$ cat src/rtl/ssd_step_ctrl.sv
// ssd_step_ctrl - board front end for the pipelined CPU.
//
// Multiplexes a 16-bit slice of either regi or pcSSD onto a 4-digit
// seven-segment display. It also debounces the manual step button into a
// one-cycle stepPulse.
//
// Ports:
//   clk        system clock
//   reset      synchronous, active-high reset
//   regi       register value selected by the CPU's switch input
//   pcSSD      current PC from the CPU
//   showPc     1: display pcSSD, 0: display regi
//   upperHalf  1: display bits [31:16], 0: display bits [15:0]
//   stepBtn    raw asynchronous push button, active-high
//   stepPulse  one-cycle pulse per debounced press
//   an         digit enables, active-low, an[0] = rightmost digit
//   seg        segments {g,f,e,d,c,b,a}, active-low
//   dp         decimal point, active-low (lit on digit 3 while showing PC)
//
// Build option:
//   SSD_BLANK_LEADING_EN  blank leading-zero digits (digit 0 always shown)

module ssd_step_ctrl #(
    parameter int unsigned SCAN_DIV        = 100000,
    parameter int unsigned DEBOUNCE_CYCLES = 1000000
) (
    input  logic        clk,
    input  logic        reset,
    input  logic [31:0] regi,
    input  logic [31:0] pcSSD,
    input  logic        showPc,
    input  logic        upperHalf,
    input  logic        stepBtn,
    output logic        stepPulse,
    output logic [3:0]  an,
    output logic [6:0]  seg,
    output logic        dp
);

    localparam int unsigned DIV_W = (SCAN_DIV > 1) ? $clog2(SCAN_DIV) : 1;
    localparam int unsigned CNT_W = (DEBOUNCE_CYCLES > 1) ? $clog2(DEBOUNCE_CYCLES) : 1;
    localparam logic [DIV_W-1:0] DIV_LAST = DIV_W'(SCAN_DIV - 1);
    localparam logic [CNT_W-1:0] CNT_LAST = CNT_W'(DEBOUNCE_CYCLES - 1);

    typedef enum logic [1:0] {
        IDLE,
        WAIT_PRESS,
        PRESSED,
        WAIT_RELEASE
    } state_t;

    function automatic logic [6:0] hex7(input logic [3:0] n);
        case (n)
            4'h0: hex7 = 7'b1000000;
            4'h1: hex7 = 7'b1111001;
            4'h2: hex7 = 7'b0100100;
            4'h3: hex7 = 7'b0110000;
            4'h4: hex7 = 7'b0011001;
            4'h5: hex7 = 7'b0010010;
            4'h6: hex7 = 7'b0000010;
            4'h7: hex7 = 7'b1111000;
            4'h8: hex7 = 7'b0000000;
            4'h9: hex7 = 7'b0010000;
            4'hA: hex7 = 7'b0001000;
            4'hB: hex7 = 7'b0000011;
            4'hC: hex7 = 7'b1000110;
            4'hD: hex7 = 7'b0100001;
            4'hE: hex7 = 7'b0000110;
            default: hex7 = 7'b0001110;
        endcase
    endfunction

    // ---------------- scan and snapshot ----------------
    logic [DIV_W-1:0] div_cnt;
    logic [1:0]       digit;
    logic [15:0]      disp_reg;
    logic             disp_pc;
    logic             scan_wrap;
    logic [31:0]      src;
    logic [15:0]      slice;

    assign scan_wrap = (div_cnt == DIV_LAST);

    always_comb begin
        src   = showPc ? pcSSD : regi;
        slice = upperHalf ? src[31:16] : src[15:0];
    end

    // The value and its showPc flag are only captured as digit 3 finishes,
    // so a whole frame is always drawn from one consistent snapshot.
    always_ff @(posedge clk) begin
        if (reset) begin
            div_cnt  <= '0;
            digit    <= '0;
            disp_reg <= '0;
            disp_pc  <= 1'b0;
        end else if (scan_wrap) begin
            div_cnt <= '0;
            digit   <= digit + 2'd1;
            if (digit == 2'd3) begin
                disp_reg <= slice;
                disp_pc  <= showPc;
            end
        end else begin
            div_cnt <= div_cnt + DIV_W'(1);
        end
    end

    logic [3:0] nib;
    logic       blank;

    always_comb begin
        nib   = '0;
        blank = 1'b0;
        case (digit)
            2'd0: nib = disp_reg[3:0];
            2'd1: nib = disp_reg[7:4];
            2'd2: nib = disp_reg[11:8];
            default: nib = disp_reg[15:12];
        endcase
`ifdef SSD_BLANK_LEADING_EN
        // A digit is blank when it and every digit to its left are zero.
        case (digit)
            2'd0: blank = 1'b0;
            2'd1: blank = (disp_reg[15:4] == 12'h000);
            2'd2: blank = (disp_reg[15:8] == 8'h00);
            default: blank = (disp_reg[15:12] == 4'h0);
        endcase
`endif
    end

    always_ff @(posedge clk) begin
        if (reset) begin
            an  <= 4'b1110;
            seg <= 7'b1000000;
            dp  <= 1'b1;
        end else begin
            an  <= ~(4'b0001 << digit);
            seg <= blank ? 7'b1111111 : hex7(nib);
            dp  <= ~((digit == 2'd3) && disp_pc);
        end
    end

    // ---------------- step button debounce ----------------
    logic [1:0]       sync_q;
    logic             s;
    state_t           state, state_next;
    logic [CNT_W-1:0] cnt, cnt_next;
    logic             pulse_next;

    assign s = sync_q[1];

    always_ff @(posedge clk) begin
        if (reset) begin
            sync_q    <= '0;
            state     <= IDLE;
            cnt       <= '0;
            stepPulse <= 1'b0;
        end else begin
            sync_q    <= {sync_q[0], stepBtn};
            state     <= state_next;
            cnt       <= cnt_next;
            stepPulse <= pulse_next;
        end
    end

    always_comb begin
        state_next = state;
        cnt_next   = cnt;
        pulse_next = 1'b0;
        case (state)
            IDLE: begin
                if (s) begin
                    state_next = WAIT_PRESS;
                    cnt_next   = '0;
                end
            end
            WAIT_PRESS: begin
                if (!s) begin
                    state_next = IDLE;
                end else if (cnt == CNT_LAST) begin
                    state_next = PRESSED;
                    pulse_next = 1'b1;
                end else begin
                    cnt_next = cnt + CNT_W'(1);
                end
            end
            PRESSED: begin
                if (!s) begin
                    state_next = WAIT_RELEASE;
                    cnt_next   = '0;
                end
            end
            WAIT_RELEASE: begin
                // Release bounce returns to PRESSED so it can never re-trigger.
                if (s) begin
                    state_next = PRESSED;
                end else if (cnt == CNT_LAST) begin
                    state_next = IDLE;
                end else begin
                    cnt_next = cnt + CNT_W'(1);
                end
            end
            default: state_next = IDLE;
        endcase
    end

endmodule

$ cat config.mk
export PLATFORM = sky130hd
export DESIGN_NAME = ssd_step_ctrl
export DESIGN_NICKNAME = d
export VERILOG_FILES = /design/src/rtl/ssd_step_ctrl.sv
export SDC_FILE = /design/constraint.sdc
export NUM_CORES = 1
export LEC_CHECK = 0
export ABC_AREA = 1
export CORE_MARGIN = 2
export CORE_UTILIZATION = 56
export DETAILED_ROUTE_END_ITERATION = 10
export HOLD_SLACK_MARGIN = 0.02
export PLACE_DENSITY = 0.86
export RECOVER_POWER = 25
export SLEW_MARGIN = 5
export SYNTH_ARGS = -nofsm -noshare
export SYNTH_HDL_FRONTEND = slang
export SYNTH_SLANG_ARGS = --single-unit
$ cat constraint.sdc
create_clock -name clk -period 5.47 [get_ports clk]
set_clock_uncertainty 0.2 [all_clocks]
set_input_delay 0.547 -clock clk [delete_from_list [all_inputs] [get_ports clk]]
set_output_delay 0.547 -clock clk [all_outputs]
set_load 0.01 [all_outputs]
==> impl_metrics.csv <==
group,metric,value,unit
power_and_ir_drop,power,1.178,mW
logic_synthesis,synth_nets,672,
place,hpwlAfterDp,7.067,mm
final_layout,syn2layout_area_growth,26.49,%
logic_synthesis,ys_types,38,
critical_path,crit_fanout,33,
clocking,clkTransAtPathRegs,0.08,ns
logic_synthesis,ys_warn_count,0,
hold_path,holdPathStages,2,
logic_synthesis,synthCells,591,
logic_synthesis,ys.flop_type,"dfxtp_1",
critical_path,endpoint_kind,"register",
global_route,grt_pass1_wl,16.53,mm
critical_path,worst-setup-path-type,"primary input to register",
power_and_ir_drop,irDropWorstVdd,0.1291,mV
clocking,clockRootBuffer,"clkbuf_8",
sta,tns,0,ns
hold_path,hp-class,"register to register",
hold_path,hp-start,"sync_q[0]",
global_route,grt_overflow_total,0,
place,preCtsSetupSlack,2.158,ns
detailed_routing,vias_per_cell,5.383,
die,core,6869,um^2
sta,slew_headroom,34.03,%
final_layout,largest_register_ffs,20,
detailed_routing,wl_per_cell,13.00,um
logic_synthesis,ys_top_cells_by_area,"dfxtp_1 37%, nor2_1 10%, nand2_1 10%, inv_1 6.8%, o21ai_0 5.9%",
logic_synthesis,ys_seq_elements,73,
sta,period_share,55.57,%
global_route,track_usage,26.43,%
sta,timing.hold.ws,0.2422,ns
sta,fmax,329.0,MHz
sta,setup_viol_count_final,0,
detailed_routing,dr.pass1.iters,5,
global_route,grt_max_degree,34,
run,drv_cap,0,
die,die_area,7835,um^2
critical_path,worst-r2r-cell-count,8,
final_layout,fill_cells,541,
detailed_routing,routed-via-count,4118,
critical_path,r2r-start,"cnt[0]",
detailed_routing,route.detailed.drc,0,
critical_path,rr_endpoint,"cnt[4]",
critical_path,ff2ff_setup_slack,2.53,ns
logic_synthesis,yosysSeqAreaShare,36.53,%
clocking,cts.hold.buffers_added,0,
logic_synthesis,synth_edf_count,0,
detailed_routing,antenna_left,0,
clocking,cts_setup_buffers,0,
final_layout,final_nets,745,
critical_path,critical_path_arrival,3.11,ns
critical_path,required,5.54,ns
global_route,antenna_found_initial,0,
power_and_ir_drop,p_per_area,232.8,nW/um^2
clocking,clkSinkCount,73,
die,num_io_pins,82,
clocking,clock_latency,0.35,ns
outcome,status,"finished clean",
sta,finalMaxSlewViolations,0,
logic_synthesis,synth_area_per_cell,6.768,um^2
logic_synthesis,yosysTopAreaCell,"dfxtp_1",
logic_synthesis,syn_area,4000,um^2
sta,grt_setup_unrepaired,"false",
final_layout,drive_above_1_share,5.232,%
detailed_routing,routed_wl,9.942,mm
power_and_ir_drop,power.leakage,2.018,nW
clocking,clockBufferDepth,2,
clocking,cts_max_level,3,
die,initial_core_util,58.23,%
die,die_y,88.52,um
final_layout,n_antenna_cell,0,
sta,fin_crit,3.040,ns
sta,finalHoldViolCount,0,
logic_synthesis,async_flop_share,0,%
sta,worst_pin_slew,0.9885,ns
critical_path,startpoint_type,"primary input",
die,chipWidth,88.52,um
global_route,first_global_vias,3830,
place,routabilityCongestion,0.8746,
clocking,cts_resized,0,
logic_synthesis,synth_top_area_share,36.53,%
clocking,cts-buffers-inserted,9,
detailed_routing,drt_first_iter_violations,277,
place,io_buffers,81,
hold_path,min_to,"sync_q[1]",
sta,setup_ws,2.430,ns
die,num_rows,30,
clocking,cts_tree,"yes",
## where the power goes
part | total, mW | switching (mW) | internal, mW
Combinational | 0.107 | 0.0469 | 0.0605
Sequential | 0.536 | 0.00232 | 0.534
Clock | 0.534 | 0.205 | 0.329
## cells by family (layout without fill, tap and decap cells)
kind of cell	after synthesis	after routing	synth area share (%)
compound gates	108	108	15.39
simple gates	293	293	32.22
flops	73	73	36.53
buf+inv	93	171	9.290
fa+ha+maj	12	12	3.753
xor+xnor	12	12	2.815
## placed cells by master (no fill, tap or decap), types with 2 or more instances in the layout
| cell | n |
|---|---|
| a21oi_1 | 36 |
| dlygate4sd3_1 | 14 |
| inv_1 | 72 |
| or2_0 | 2 |
| o22ai_1 | 2 |
| nor2_2 | 8 |
| ha_1 | 12 |
| nor4_1 | 2 |
| o21ai_0 | 47 |
| o21ai_1 | 2 |
| o21bai_1 | 2 |
| nor2_1 | 112 |
| nand4_1 | 11 |
| nand2_2 | 2 |
| dfxtp_1 | 73 |
| o32ai_1 | 16 |
| bufinv_16 | 3 |
| nor3_1 | 8 |
| nand2_1 | 109 |
| clkdlybuf4s50_1 | 67 |
| or2_2 | 3 |
| clkbuf_8 | 11 |
| xor2_1 | 11 |
| nand3_1 | 29 |
| nor2_4 | 2 |
| nand3_2 | 2 |
## cell usage after synthesis (2+ instances only)
| cell | number |
|---|---|
| nor2_1 | 111 |
| nor2_2 | 8 |
| buf_6 | 2 |
| nand2_2 | 2 |
| nor3_1 | 8 |
| o32ai_1 | 16 |
| nand3_1 | 28 |
| nor2_4 | 3 |
| buf_1 | 2 |
| clkbuf_1 | 12 |
| xor2_1 | 11 |
| a21oi_1 | 36 |
| or2_2 | 3 |
| nand3_2 | 3 |
| or2_0 | 2 |
| o21ai_1 | 2 |
| buf_2 | 2 |
| o21ai_0 | 47 |
| dfxtp_1 | 73 |
| nand2_1 | 108 |
| o22ai_1 | 2 |
| nor4_1 | 2 |
| nand4_1 | 10 |
| ha_1 | 12 |
| inv_1 | 72 |
| o21bai_1 | 2 |
## layout make-up
type	instances	area [um^2]	area share [%]
Clock inverter	4	98.84	1.954
Tap cell	96	120.1	2.374
Inverter	73	274.0	5.415
Timing Repair Buffer	82	818.3	16.17
Sequential cell	73	1461	28.88
Clock buffer	12	155.1	3.066
Multi-Input combinational cell	425	2132	42.14
## worst max-delay path by stage
stage	slack, ns	to	cells after the start	startpoint
after floorplan	3.31	seg[5]	10	digit[0]
final	2.43	disp_reg[6]	6	showPc
after global routing	2.22	cnt[4]	8	cnt[0]
after global placement	2.24	disp_reg[6]	6	showPc
after CTS	2.47	disp_reg[6]	6	showPc
after detailed placement	2.16	disp_reg[6]	6	showPc
## through the flow
step / cell area (um^2) / util (%) / instances
after floorplan: 4000 / - / 591
after detailed placement: 4841 / 70.47 / 749
after global routing: 5060 / 73.66 / 765
after global placement: 4841 / 70.47 / 749
final: 5060 / 73.66 / 765
after CTS: 5095 / 74.17 / 765
## metal layers
| metal | wire length [um] | global-route usage (%) | vias up |
|---|---|---|---|
| li1 | - | - | 2063 |
| met1 | 4324 | 32.87 | 1863 |
| met2 | 4783 | 44.77 | 173 |
| met3 | 636 | 5.224 | 19 |
| met4 | 197 | 11.02 | 0 |
| met5 | 0 | 0 | - |
## critical path, stage by stage
cell	delay, ns
clkdlybuf4s50_1	0.91
inv_1	0.99
nor2_1	0.09
o32ai_1	0.34
inv_1	0.08
a21oi_1	0.16
(Power assumes the default switching activity.)
